`config.mk`:
```
export PLATFORM = sky130hd
export DESIGN_NAME = dpu_host_word_bridge
export DESIGN_NICKNAME = d
export VERILOG_FILES = /design/src/rtl/dpu_host_word_bridge.sv
export SDC_FILE = /design/constraint.sdc
export NUM_CORES = 1
export LEC_CHECK = 0
export BUFFER_PORTS_ARGS = -buffer_cell sky130_fd_sc_hd__clkbuf_2
export CAP_MARGIN = 30
export CELL_PAD_IN_SITES_DETAIL_PLACEMENT = 0
export CELL_PAD_IN_SITES_GLOBAL_PLACEMENT = 1
export CORE_AREA = 5 5 112 194
export DETAILED_ROUTE_END_ITERATION = 8
export DIE_AREA = 0 0 117 199
export PLACE_DENSITY = 0.78
export SYNTH_ARGS = -nofsm -noshare
export SYNTH_HDL_FRONTEND = slang
export SYNTH_SLANG_ARGS = --single-unit
```
`constraint.sdc`:
```
create_clock -name clk -period 3.4 [get_ports clk]
set_clock_uncertainty 0.2 [all_clocks]
set_input_delay 0.34 -clock clk [delete_from_list [all_inputs] [get_ports clk]]
set_output_delay 0.34 -clock clk [all_outputs]
set_load 0.005 [all_outputs]
```
`src/rtl/dpu_host_word_bridge.sv`:
```
// Host word-op front-end for the layer-0 DPU byte-command port: splits 32-bit writes/reads into
// little-endian byte commands, gathers read bytes, and times runs until done.
module dpu_host_word_bridge #(
  parameter int RSP_TIMEOUT = 255,
  parameter int ADDR_W      = 24
) (
  input  logic              clk,
  input  logic              rst,
  input  logic              h_valid,
  output logic              h_ready,
  input  logic [1:0]        h_op,
  input  logic [ADDR_W-1:0] h_addr,
  input  logic [31:0]       h_wdata,
  input  logic [3:0]        h_be,
  output logic              r_valid,
  input  logic              r_ready,
  output logic [31:0]       r_data,
  output logic              r_err,
  output logic              m_cmd_valid,
  input  logic              m_cmd_ready,
  output logic [1:0]        m_cmd_type,
  output logic [ADDR_W-1:0] m_cmd_addr,
  output logic [7:0]        m_cmd_data,
  input  logic              m_rsp_valid,
  input  logic [7:0]        m_rsp_data,
  input  logic              m_done,
  output logic              busy
);

  localparam int TW = $clog2(RSP_TIMEOUT + 1);

  typedef enum logic [2:0] {
    IDLE, W_ISSUE, R_ISSUE, R_WAIT, RUN_ISSUE, RUN_WAIT, RESP
  } state_t;

  state_t            state_q, state_d;
  logic [ADDR_W-1:0] addr_q, addr_d;
  logic [31:0]       wdata_q, wdata_d;
  logic [3:0]        be_q, be_d;
  logic [1:0]        lane_q, lane_d;
  logic [TW-1:0]     tmo_q, tmo_d;
  logic [31:0]       cyc_q, cyc_d;
  logic [31:0]       data_q, data_d;
  logic              err_q, err_d;

  logic              cmd_fire;
  logic [2:0]        first_lane, next_lane;
  logic [31:0]       cyc_inc;

  // Lowest enabled lane at or above 'from'; 4 means none remain.
  function automatic logic [2:0] next_en(input logic [3:0] be, input logic [2:0] from);
    logic [2:0] r;
    r = 3'd4;
    for (int i = 3; i >= 0; i--) begin
      if (i >= int'(from) && be[i]) r = i[2:0];
    end
    return r;
  endfunction

  assign busy     = (state_q != IDLE);
  assign h_ready  = (state_q == IDLE) && !rst;
  assign r_valid  = (state_q == RESP);
  assign r_data   = data_q;
  assign r_err    = err_q;
  assign cmd_fire = m_cmd_valid && m_cmd_ready;

  assign first_lane = next_en(h_be, 3'd0);
  assign next_lane  = next_en(be_q, {1'b0, lane_q} + 3'd1);
  assign cyc_inc    = (cyc_q == 32'hFFFF_FFFF) ? cyc_q : cyc_q + 32'd1;

  // Command fields come straight from held state, so they cannot move while stalled.
  always_comb begin
    m_cmd_valid = 1'b0;
    m_cmd_type  = 2'd0;
    m_cmd_addr  = '0;
    m_cmd_data  = 8'd0;
    case (state_q)
      W_ISSUE: begin
        m_cmd_valid = 1'b1;
        m_cmd_type  = 2'd0;
        m_cmd_addr  = addr_q + ADDR_W'(lane_q);
        m_cmd_data  = wdata_q[8*lane_q +: 8];
      end
      R_ISSUE: begin
        m_cmd_valid = 1'b1;
        m_cmd_type  = 2'd2;
        m_cmd_addr  = addr_q + ADDR_W'(lane_q);
      end
      RUN_ISSUE: begin
        m_cmd_valid = 1'b1;
        m_cmd_type  = 2'd1;
      end
      default: ;
    endcase
  end

  always_comb begin
    state_d = state_q;
    addr_d  = addr_q;
    wdata_d = wdata_q;
    be_d    = be_q;
    lane_d  = lane_q;
    tmo_d   = tmo_q;
    cyc_d   = cyc_q;
    data_d  = data_q;
    err_d   = err_q;
    case (state_q)
      IDLE: begin
        if (h_valid && h_ready) begin
          addr_d  = h_addr;
          wdata_d = h_wdata;
          be_d    = h_be;
          lane_d  = 2'd0;
          data_d  = 32'd0;
          err_d   = 1'b0;
          case (h_op)
            2'd0: begin
              if (h_be != 4'd0) begin
                state_d = W_ISSUE;
                lane_d  = first_lane[1:0];
              end else begin
                state_d = RESP;
              end
            end
            2'd1:    state_d = RUN_ISSUE;
            2'd2:    state_d = R_ISSUE;
            default: begin
              state_d = RESP;
              err_d   = 1'b1;
            end
          endcase
        end
      end
      W_ISSUE: begin
        if (cmd_fire) begin
          if (next_lane[2]) state_d = RESP;
          else              lane_d  = next_lane[1:0];
        end
      end
      R_ISSUE: begin
        if (cmd_fire) begin
          state_d = R_WAIT;
          tmo_d   = '0;
        end
      end
      R_WAIT: begin
        if (m_rsp_valid || tmo_q == TW'(RSP_TIMEOUT - 1)) begin
          if (m_rsp_valid) begin
            data_d[8*lane_q +: 8] = m_rsp_data;
          end else begin
            data_d[8*lane_q +: 8] = 8'hEE;
            err_d                 = 1'b1;
          end
          if (lane_q == 2'd3) begin
            state_d = RESP;
          end else begin
            state_d = R_ISSUE;
            lane_d  = lane_q + 2'd1;
          end
        end else begin
          tmo_d = tmo_q + TW'(1);
        end
      end
      RUN_ISSUE: begin
        if (cmd_fire) begin
          state_d = RUN_WAIT;
          cyc_d   = 32'd0;
        end
      end
      RUN_WAIT: begin
        cyc_d = cyc_inc;
        if (m_done) begin
          data_d  = cyc_inc;
          state_d = RESP;
        end
      end
      RESP: begin
        if (r_ready) state_d = IDLE;
      end
      default: state_d = IDLE;
    endcase
  end

  always_ff @(posedge clk) begin
    if (rst) begin
      state_q <= IDLE;
      addr_q  <= '0;
      wdata_q <= 32'd0;
      be_q    <= 4'd0;
      lane_q  <= 2'd0;
      tmo_q   <= '0;
      cyc_q   <= 32'd0;
      data_q  <= 32'd0;
      err_q   <= 1'b0;
    end else begin
      state_q <= state_d;
      addr_q  <= addr_d;
      wdata_q <= wdata_d;
      be_q    <= be_d;
      lane_q  <= lane_d;
      tmo_q   <= tmo_d;
      cyc_q   <= cyc_d;
      data_q  <= data_d;
      err_q   <= err_d;
    end
  end

endmodule

```
* Word-level counts from Yosys, hierarchy flattened
Index checks and enable logic that the tools add are counted.
Word-level totals: register bits after elaboration 138, input bits 77, output and inout bits 71, logic and storage cells 124
Operators by class: add/subtract/negate cells 6, order comparisons 4, eq/ne operators 23, shift-type cells 4, mux-type cells 50, reduce and logical (&&, ||, !) cells 28
Operators by type and width (count):
- 32-bit 2-to-1 mux | 6
- 32-bit one-hot mux with 3 select lines | 1
- 32-bit bitwise mux | 2
- 32-bit one-hot mux with 2 select lines | 1
- 3-bit 2-to-1 mux | 14
- 5-bit negation with 34-bit output | 1
- 8-bit by 34-bit variable shift with 32-bit output, first input constant | 1
- 8-bit by 34-bit variable part select with 32-bit output | 1
- 8-bit by 34-bit variable part select with 32-bit output, first input constant | 1
- 32-bit by 1-bit adder with 32-bit output, second input constant | 1
- 32-bit equality test, second input constant | 1
- 32-bit by 6-bit variable part select with 8-bit output | 1
- 24-bit by 2-bit adder with 24-bit output | 1
- 24-bit 2-to-1 mux | 1
- 8-bit 2-to-1 mux | 3
- 2-bit 2-to-1 mux | 11
- 3-bit one-hot mux with 7 select lines | 1
- 2-bit inequality test, second input constant | 10
- 8-bit one-hot mux with 2 select lines | 1
- 3-bit equality test, second input constant | 3
- 3-bit one-hot mux with 3 select lines | 1
- 3-bit nonzero test | 3
- 8-bit by 1-bit adder with 8-bit output, second input constant | 1
- 8-bit equality test, second input constant | 1
- 27 further kinds | 47

* Depth between registers and ports, before layout
word-level depth 10, mapped depth 10

* Least setup slack after synthesis
Ideal clock, no wire load.
path type reg2out, start register lane_q[1], end output port m_cmd_addr[22], arrival 2.387 ns, required time 2.860 ns, slack 0.473 ns, stages on the path, launching flop included 8, path buffers 1, cells stage by stage dfxtp_1 -> clkbuf_1 -> inv_1 -> fa_1 -> nor3_1 -> nand4_1 -> or3_1 -> a21oi_1
Between the ends: cells in the longest elaborated chain, start to end 2
Ends and longest elaborated chain:
- start: declaration | line 40 | logic [1:0] lane_q, lane_d;
- start signal: assignment | line 200 | lane_q <= lane_d;
- 24-bit by 2-bit adder with 24-bit output | line 81, 87
- 24-bit 2-to-1 mux
- end: declaration | line 22 | output logic [ADDR_W-1:0] m_cmd_addr,
Every way passes these cells.

* Worst setup path after layout
start register lane_q[1], end output port m_cmd_addr[21]
Same word-level chain as after synthesis.

==> results.sh <==
export IMPL_status="finished, final reports clean"
export IMPL_grt_pass1_vias=8248
export IMPL_hp_start="h_op[1]"
export IMPL_clock_latency_ps=420
export IMPL_totalWireLength_mm=26.6
export IMPL_synth_top_family_by_area="simple AND/OR/NAND/NOR gates"
export IMPL_place_ws_ps=548
export IMPL_slew_violations=0
export IMPL_netlist_area_leader_share_pct=34.4
export IMPL_portBuffers=147
export IMPL_cts_root_buf="clkbuf_16"
export IMPL_io_pins=148
export IMPL_r2r_start="lane_q[0]$_SDFFE_PP0P_"
export IMPL_setup_viol=0
export IMPL_yosysWarnings=0
export IMPL_htreeDepth=4
export IMPL_drc=0
export IMPL_tightest_slew_ps=723
export IMPL_synthAdderAreaFrac_pct=2.12
export IMPL_cp_start_kind="flip-flop"
export IMPL_ys_ff_latch=138
export IMPL_slowest_delay_ps=400
export IMPL_clk_path_buf_depth=2
export IMPL_mostFrequentLayoutCell="nand2_1"
export IMPL_cts_setup_buffers=0
export IMPL_antenna_found_initial=0
export IMPL_start_util_pct=40.1
export IMPL_synth_top_cells_by_area="dfxtp_1 (34%), nand2_1 (9.1%), nand3b_1 (5.5%), nor2_1 (5.2%), a21oi_1 (4.4%)"
export IMPL_peakVddDrop_mv=0.361
export IMPL_num_antenna_cells=0
export IMPL_place_congestion=0.872
export IMPL_grt_usage_pct=23.2
export IMPL_synth_mux_area_share_pct=3.12
export IMPL_clk_pin_slew_ps=60
export IMPL_rsz0062_at_grt="no"
export IMPL_crit_path_top_delay_cell="or3_1"
export IMPL_cap_violations=0
export IMPL_yosysSeqAreaShare_pct=34.4
export IMPL_drive_gt1_share_pct=19.2
export IMPL_finalPower_mw=6.12
export IMPL_crit_type="reg2out"
export IMPL_ant_nets=0
export IMPL_crit_fanout=7
export IMPL_crit_start="lane_q[1]$_SDFFE_PP0P_"
export IMPL_cts_sinks=138
export IMPL_syn_inst=1048
export IMPL_grt_first_pass_wirelength_mm=42.4
export IMPL_via_per_inst=5.56
export IMPL_syn_area_um2=8020
export IMPL_synth_avg_cell_area_um2=7.66
export IMPL_crit_chain="ha_1, a21o_1, nor3b_2, nand4_1, or3_1, a21oi_1, clkbuf_2"
export IMPL_cts_tree="built"
export IMPL_grt_ovfl_total=0
export IMPL_synth_compound_area_share_pct=17.1
export IMPL_ys_types=66
export IMPL_syn_nets=1138
export IMPL_dp_hpwl_mm=19.1
export IMPL_hp_class="in2reg"
export IMPL_finalCriticalPeriod_ps=3170
export IMPL_worst_slack_ps=233
export IMPL_synthFlopType="dfxtp_1"
export IMPL_synth_simple_area_share_pct=34.8
export IMPL_fin_setup_tns_ps=0
export IMPL_vias=8275
export IMPL_detail_route_first_pass_iterations=5
export IMPL_period_share_pct=93.1
export IMPL_synthArstFlopShare_pct=0
export IMPL_fin_nets=1317
export IMPL_synth_edf_count=0
export IMPL_cts_inserted_buffers=17
export IMPL_pwr_density_cell_nw_per_um2=597
export IMPL_coreArea_um2=20000
export IMPL_die_y_um=199
export IMPL_finalHoldViolCount=0
export IMPL_grt_max_degree=136
export IMPL_worstPathRequired_ps=2860
export IMPL_cp_arrival_ps=2630
export IMPL_final_cell_mix="nand2_1 (193), clkbuf_2 (146), dfxtp_1 (138)"
export IMPL_yosys_area_top_type="dfxtp_1"
export IMPL_leakage_nw=4.11
export IMPL_placed_area_um2=9000
export IMPL_yosys_area_share_xor_xnor_pct=3.06
export IMPL_area_delta_synth_final_pct=27.9
export IMPL_timing_slew_headroom_pct=51.7
export IMPL_critPathCaptureType="output pin"
export IMPL_fmax_mhz=316
export IMPL_drtIter0Drc=440
export IMPL_die_area_um2=23300
export IMPL_routedWlPerCell_um=17.8
export IMPL_die_w_um=117
export IMPL_rows=69
export IMPL_fin_area_um2=10300
-- registers in the layout (all words and copies together) (netlist names) --
register  count
r_data       32
cyc_q        32
tmo_q         8
wdata_q      32
be_q          4
lane_q        2
state_q       3
r_err         1
addr_q       24
-- Yosys cell counts, drive strengths merged, types with 6 or more instances --
library cell and instances:
a211oi 10, a21oi 70, a311oi 33, a31oi 10, and2 21, and3 12, and4 8, buf 26
clkbuf 51, dfxtp 138, ha 12, inv 22, mux2i 7, mux4 8, nand2 195, nand3 39
nand3b 59, nand4 18, nor2 111, nor2b 8, nor3 28, nor3b 11, nor4 7, o211ai 14
o21ai 33, or3 17, or4 6, xnor2 16, xor2 12
-- metrics by stage --
stage | std cells | hold slack, ps | util, %
floorplan | 1048 | 239 | -
global placement | 1396 | 258 | 44.9
detailed placement | 1396 | 262 | 44.9
CTS | 1488 | 144 | 51.2
global route | 1488 | 191 | 51.2
finish | 1488 | 144 | 51.2
-- cells by family after synthesis --
kind of cell,Yosys count
adders and majority gates,13
and+or+nand+nor,548
xor gates and xnor gates,28
buffers and inverters,99
DFF,138
AOI/OAI and AO/OA,207
muxes,15
-- layout make-up --
class,count,area [um^2]
sequential,138,2760
multi-input combinational,811,4850
clock inverter,10,163
inverter,22,82.6
timing repair buffer,237,1600
fill,2029,9770
tap,248,310
clock buffer,22,494
-- worst max-delay path, delay by kind of cell (launching register included) --
kind	cells	cell delay (ps)
and+or+nand+nor	3	1110
AOI/OAI and AO/OA	2	360
DFF	1	320
adders and majority gates	1	270
buffers and inverters	1	150
-- final timing paths --
| path | end | slack [ps] | cells after the start |
|---|---|---|---|
| setup / recovery | m_cmd_addr[21] | 230 | 7 |
| hold / removal | r_err$_SDFFE_PP0P_ | 140 | 3 |
| setup reg to reg | state_q[0]$_SDFFE_PP0P_ | 520 | 9 |
| hold reg to reg | wdata_q[2]$_SDFFE_PP0P_ | 270 | 2 |
-- where the power goes --
group,switching [mW],internal [mW]
combinational,1.05,0.792
clock,0.739,1.33
sequential,0.276,1.94
total,2.07,4.06
-- layer usage --
metal	GRT usage [%]	vias to the layer above	wire (um)
met1	24.9	3905	9780
li1	-	4086	-
met2	42.3	222	14300
met4	11.6	0	1240
met5	0	-	0
met3	4.23	62	1250
-- timing repair --
action                    in CTS  in global routing
hold buffers                  60                  0
hold endpoints to repair      60                  0
gates resized for setup        0                  0
Power figures use the tool's default switching activity.
